### src/rtl/if_id_reg.sv
// IF/ID pipeline register: captures the fetched instruction and PC+4, applies hazard-unit
// stall/flush, and tags each decode-stage slot with valid, delay-slot and fetch AdEL state.
module if_id_reg #(
    parameter int unsigned WIDTH     = 32,
    parameter logic [4:0]  ADEL_CODE = 5'h04
) (
    input  logic             clk,
    input  logic             rst,
    input  logic             StallD,
    input  logic             FlushD,
    input  logic [WIDTH-1:0] PC_add_4F,
    input  logic [WIDTH-1:0] InstrF,
    input  logic             BranchD,
    input  logic             JumpD,
    output logic [WIDTH-1:0] InstrD,
    output logic [WIDTH-1:0] PC_add_4D,
    output logic [WIDTH-1:0] PCD,
    output logic             ValidD,
    output logic             InDelaySlotD,
    output logic             ExcD,
    output logic [4:0]       ExcCodeD,
    output logic [WIDTH-1:0] BadVAddrD
);

    localparam int unsigned EXC_W = 5;

    logic [WIDTH-1:0] instr_q,     instr_d;
    logic [WIDTH-1:0] pc_add_4_q,  pc_add_4_d;
    logic [WIDTH-1:0] pc_q,        pc_d;
    logic             valid_q,     valid_d;
    logic             delay_q,     delay_d;
    logic             exc_q,       exc_d;
    logic [EXC_W-1:0] exc_code_q,  exc_code_d;
    logic [WIDTH-1:0] bad_vaddr_q, bad_vaddr_d;

    logic [WIDTH-1:0] pc_f;
    logic             misaligned_f;

    // PC of the fetched word wraps modulo 2^WIDTH, so PC+4 of 0 maps to the top of memory.
    assign pc_f         = PC_add_4F - WIDTH'(4);
    assign misaligned_f = |pc_f[1:0];

    // Next-state: flush beats stall beats load.
    always_comb begin
        instr_d     = instr_q;
        pc_add_4_d  = pc_add_4_q;
        pc_d        = pc_q;
        valid_d     = valid_q;
        delay_d     = delay_q;
        exc_d       = exc_q;
        exc_code_d  = exc_code_q;
        bad_vaddr_d = bad_vaddr_q;

        if (FlushD) begin
            instr_d     = '0;
            pc_add_4_d  = '0;
            pc_d        = '0;
            valid_d     = 1'b0;
            delay_d     = 1'b0;
            exc_d       = 1'b0;
            exc_code_d  = '0;
            bad_vaddr_d = '0;
        end else if (!StallD) begin
            pc_add_4_d = PC_add_4F;
            pc_d       = pc_f;
            valid_d    = 1'b1;
            // Only a real branch/jump currently in decode makes the next fetch a delay slot.
            delay_d    = valid_q & (BranchD | JumpD);
            if (misaligned_f) begin
                exc_d       = 1'b1;
                exc_code_d  = ADEL_CODE;
                bad_vaddr_d = pc_f;
                instr_d     = '0;
            end else begin
                exc_d       = 1'b0;
                exc_code_d  = '0;
                bad_vaddr_d = '0;
                instr_d     = InstrF;
            end
        end
    end

    always_ff @(posedge clk or negedge rst) begin
        if (!rst) begin
            instr_q     <= '0;
            pc_add_4_q  <= '0;
            pc_q        <= '0;
            valid_q     <= 1'b0;
            delay_q     <= 1'b0;
            exc_q       <= 1'b0;
            exc_code_q  <= '0;
            bad_vaddr_q <= '0;
        end else begin
            instr_q     <= instr_d;
            pc_add_4_q  <= pc_add_4_d;
            pc_q        <= pc_d;
            valid_q     <= valid_d;
            delay_q     <= delay_d;
            exc_q       <= exc_d;
            exc_code_q  <= exc_code_d;
            bad_vaddr_q <= bad_vaddr_d;
        end
    end

    assign InstrD       = instr_q;
    assign PC_add_4D    = pc_add_4_q;
    assign PCD          = pc_q;
    assign ValidD       = valid_q;
    assign InDelaySlotD = delay_q;
    assign ExcD         = exc_q;
    assign ExcCodeD     = exc_code_q;
    assign BadVAddrD    = bad_vaddr_q;

endmodule

### config.mk
export PLATFORM = sky130hd
export DESIGN_NAME = if_id_reg
export DESIGN_NICKNAME = d
export VERILOG_FILES = /design/src/rtl/if_id_reg.sv
export SDC_FILE = /design/constraint.sdc
export NUM_CORES = 1
export LEC_CHECK = 0
export CAP_MARGIN = 40
export CORE_MARGIN = 4
export CORE_UTILIZATION = 48
export DETAILED_ROUTE_END_ITERATION = 10
export GPL_TIMING_DRIVEN = 0
export PLACE_DENSITY = 0.86
export SLEW_MARGIN = 20
export SYNTH_ARGS = -nofsm -noshare
export SYNTH_HDL_FRONTEND = slang
export SYNTH_SLANG_ARGS = --single-unit
export TNS_END_PERCENT = 50
### constraint.sdc
create_clock -name clk -period 1.65 [get_ports clk]
set_clock_uncertainty 0.2 [all_clocks]
set_input_delay 0.33 -clock clk [delete_from_list [all_inputs] [get_ports clk]]
set_output_delay 0.33 -clock clk [all_outputs]
set_load 0.05 [all_outputs]
======== Word-level counts from Yosys, hierarchy flattened ========
Cells that the tools add are included.
word-level totals
  bits in registers ....................... 136
  input bits .............................. 70
cells by class
  add/subtract/negate cells ............... 1
  equal/unequal tests ..................... 1
  mux-type cells .......................... 20
  bitwise logic cells ..................... 2
  reductions and logical operators ........ 1
operators with widths
  cell                     count
  $mux W32                 10
  $sub A32 B3 Y32 const B  1
  $mux W5                  2
  $mux W1                  7
  $mux W3                  1
  $ne A2 B1 Y1 const B     1
  $reduce_or A2 Y1         1
  $and A1 B1 Y1            1
  $or A1 B1 Y1             1

======== Depth between registers and ports, before layout ========
  word-level depth ........................ 5
  depth in mapped cells ................... 8
  gate-level depth less buffers ........... 7

======== Worst setup path after synthesis ========
Ideal clock, no wire load.
  kind .................................... input to register
  start point ............................. in PC_add_4F[17]
  end point ............................... reg bad_vaddr_q[31] (netlist: BadVAddrD[31])
  data arrival time ....................... 1.879 ns
  data required time ...................... 1.324 ns
  setup slack ............................. -0.556 ns
  stages on the path ...................... 5
  buffers on the path ..................... 0
  cell sequence ........................... or4_4 nor4b_4 and3b_1 mux2i_1 a311o_1
between the ends
  word-level cells in the longest chain between the ends .. 4
ends and longest elaborated chain
  item                  RTL line  text
  start, declared       11        input logic [WIDTH-1:0] PC_add_4F,
  $sub A32 B3 Y32       40        assign pc_f = PC_add_4F - WIDTH'(4);
  $mux W32              69        if (misaligned_f) begin
  $mux W32              63        end else if (!StallD) begin
  $mux W32              54        if (FlushD) begin
  end signal, assigned  101       bad_vaddr_q <= bad_vaddr_d;
  end, declared         34        logic [WIDTH-1:0] bad_vaddr_q, bad_vaddr_d;
No other way between the ends. The select of a mux whose other input is x is not followed.
A chain may end at the register's enable or synchronous reset.

======== Worst setup path after layout ========
Ends and elaborated chain as after synthesis.

==> flow_metrics.env <==
export IMPL_status="complete, but fails checks"
export IMPL_violations="negative setup slack"
export IMPL_rr_startpoint="BadVAddrD[31]$_DFFE_PN0P_"
export IMPL_clkLatencyLatePin_ns=0.41
export IMPL_diodes=0
export IMPL_clkSinkCount=128
export IMPL_synth_top_area_share=0.586
export IMPL_final_nets=820
export IMPL_hold_viol=0
export IMPL_die_width_um=115
export IMPL_ys_seq_area_frac=0.586
export IMPL_fin_crit_sh=1.16
export IMPL_yosys_area_top_type="dfrtp_1"
export IMPL_rr_worst_depth=2
export IMPL_overflow=0
export IMPL_worst_slack_ns=-0.272
export IMPL_maxCapViolCount=0
export IMPL_cts_root_buffer="clkbuf_16"
export IMPL_top_layer_used="met4"
export IMPL_worstPathRequired_ns=1.75
export IMPL_ir_drop_mv=0.897
export IMPL_dp_hpwl_mm=12.9
export IMPL_final_common_cell="buf_2"
export IMPL_period_needed_ns=1.92
export IMPL_layout_common_cells="buf_2 (131), dfrtp_1 (128), nor2_1 (67)"
export IMPL_p_leak_uw=0.00423
export IMPL_synth_cell_types=43
export IMPL_avgSynthCellArea_um2=11.0
export IMPL_areaGrowthSynthToFinish_pct=53.3
export IMPL_crit_start="PC_add_4F[17]"
export IMPL_finalInstanceArea_um2=8370
export IMPL_drc_errors=0
export IMPL_critical_path_arrival_ns=2.02
export IMPL_maxSlewHeadroom=0.546
export IMPL_place_ws_ns=-1.21
export IMPL_totalWireLength_mm=18.7
export IMPL_endpoint_kind="flip-flop"
export IMPL_met2_length_mm=9.33
export IMPL_grt_pass1_vias=5092
export IMPL_drtAntennaViolNets=0
export IMPL_yosys_top_cells_area="dfrtp_1 (59%), a22o_1 (6.9%), mux2i_1 (6.0%)"
export IMPL_powerDensity_nw_per_um2=1060
export IMPL_rsz0062_at_grt="yes"
export IMPL_slew_viol_final=0
export IMPL_placed_cell_area_um2=7770
export IMPL_hold_start="PC_add_4F[21]"
export IMPL_initial_utilization=0.497
export IMPL_rows=38
export IMPL_crit_fanout=5
export IMPL_path_clk_slew_ns=0.05
export IMPL_netlist_instances=495
export IMPL_cts_tree="done"
export IMPL_io_pin_count=206
export IMPL_clock_path_buffers=2
export IMPL_worstHoldPathType="primary input to flip-flop"
export IMPL_ys_seq_elements=128
export IMPL_htreeDepth=4
export IMPL_routedWlPerCell_um=20.7
export IMPL_cp_start_kind="primary input"
export IMPL_die_area_um2=13100
export IMPL_rr_endpoint="BadVAddrD[31]$_DFFE_PN0P_"
export IMPL_core_area_um2=11000
export IMPL_r2r_slack_ns=0.45
export IMPL_io_buffer_count=199
export IMPL_worstHoldEndpoint="PC_add_4D[21]$_DFFE_PN0P_"
export IMPL_critPathKind="primary input to flip-flop"
export IMPL_wl_met1_mm=7.36
export IMPL_die_h_um=115
export IMPL_dr_wl_met3_mm=1.60
export IMPL_fmax_ghz=0.520
export IMPL_cts_buffers=17
export IMPL_yosysWarnings=0
export IMPL_tightest_slew_ns=0.681
export IMPL_first_pass_iters=4
export IMPL_place_congestion=0.855
export IMPL_vias_per_cell=5.52
export IMPL_first_iter_violations=392
export IMPL_synth_area_um2=5460
export IMPL_grt_pass1_wl_mm=28.7
export IMPL_setup_viol=42
export IMPL_antenna_found_initial=0
export IMPL_grt_max_degree=74
export IMPL_drive_gt1_frac=0.382
export IMPL_grtUsageTotal=0.287
export IMPL_hold_depth=3
export IMPL_via_count=4981
## metal layers
layer	GRT usage	vias up
li1	-	2229
met5	0	-
met1	0.357	2477
met4	0.0871	0
met2	0.476	240
met3	0.0957	35
## state kept, by name (all words and copies together), names as in the netlist
register      cells
InstrD           32
PC_add_4D        32
BadVAddrD        31
PCD              30
ExcCodeD          1
InDelaySlotD      1
ValidD            1
## worst max-delay path by stage
stage,cells past startpoint,to,slack [ns]
floorplan,5,BadVAddrD[31]$_DFFE_PN0P_,-0.52
global placement,1,PC_add_4D[24]$_DFFE_PN0P_,-4.71
detailed placement,6,BadVAddrD[30]$_DFFE_PN0P_,-1.21
CTS,7,BadVAddrD[31]$_DFFE_PN0P_,-0.20
global route,7,BadVAddrD[31]$_DFFE_PN0P_,-0.28
finish,7,BadVAddrD[31]$_DFFE_PN0P_,-0.27
## logic make-up after synthesis
logic type | count (synthesis) | synth area share
and+or+nand+nor | 149 | 0.129
other | 1 | 0.000687
xor gates and xnor gates | 27 | 0.0433
adders and majority gates | 1 | 0.00229
DFF | 128 | 0.586
AOI/OAI and AO/OA | 104 | 0.135
buffers and inverters | 51 | 0.0410
muxes | 34 | 0.0625
## through the flow
stage          power (uW)  hold WS, ns  cells  utilization  TNS, ns
6_report             8890       0.0238    902        0.762    -4.46
5_1_grt              9190       0.0476    902        0.762    -6.07
4_1_cts              8930       0.0175    894        0.775    -3.68
3_5_place_dp         5150        0.185    838        0.708  -115.55
3_3_place_gp         5110        0.265    837        0.705  -713.91
2_1_floorplan        4390       -0.166    498            -   -12.58
## worst max-delay path, cell delays in order
cell     delay (ns)
buf_8          0.10
or4_4          0.56
nor4b_4        0.28
buf_4          0.20
and3b_1        0.20
mux2i_1        0.08
a311o_1        0.26
## cells in the mapped netlist (all sizes together)
library cell,n
nand2b,1
a311o,1
mux2,1
nand3b,2
nor4,2
nand3,5
inv,10
nor3,6
and3b,1
mux2i,33
nand4,6
or2,1
a32o,1
buf,17
conb,1
and2,1
or4,2
a32oi,1
nand2,38
a211oi,10
dfrtp,128
clkbuf,23
o21ai,23
o21a,7
xor2,12
a21oi,18
or3,1
ha,1
nand4b,4
a22o,43
clkinv,1
and3,1
nor3b,3
xnor2,15
nor4b,2
nor2,72
and4b,1
## power by group
group          switching [uW]  total, uW  internal (uW)
logic                    1150       1670            511
registers                90.9       3390           3300
clock network            1350       3830           2490
## final cells by class
cell class	count	area [um2]
buffer	39	288
timing repair buffer	233	1690
clock buffer	22	474
clock inverter	10	134
fill	746	2610
inverter	11	48.8
sequential	128	3200
multi-input combinational	319	2360
tap	140	175
## what timing repair did
item	CTS	global route
gates resized for setup	719	115
pin swaps	24	15
hold endpoints to repair	74	0
buffers inserted	19	9
setup endpoints to repair	259	140
gates cloned	2	0
hold buffers	3	0
(Power assumes the default switching activity.)
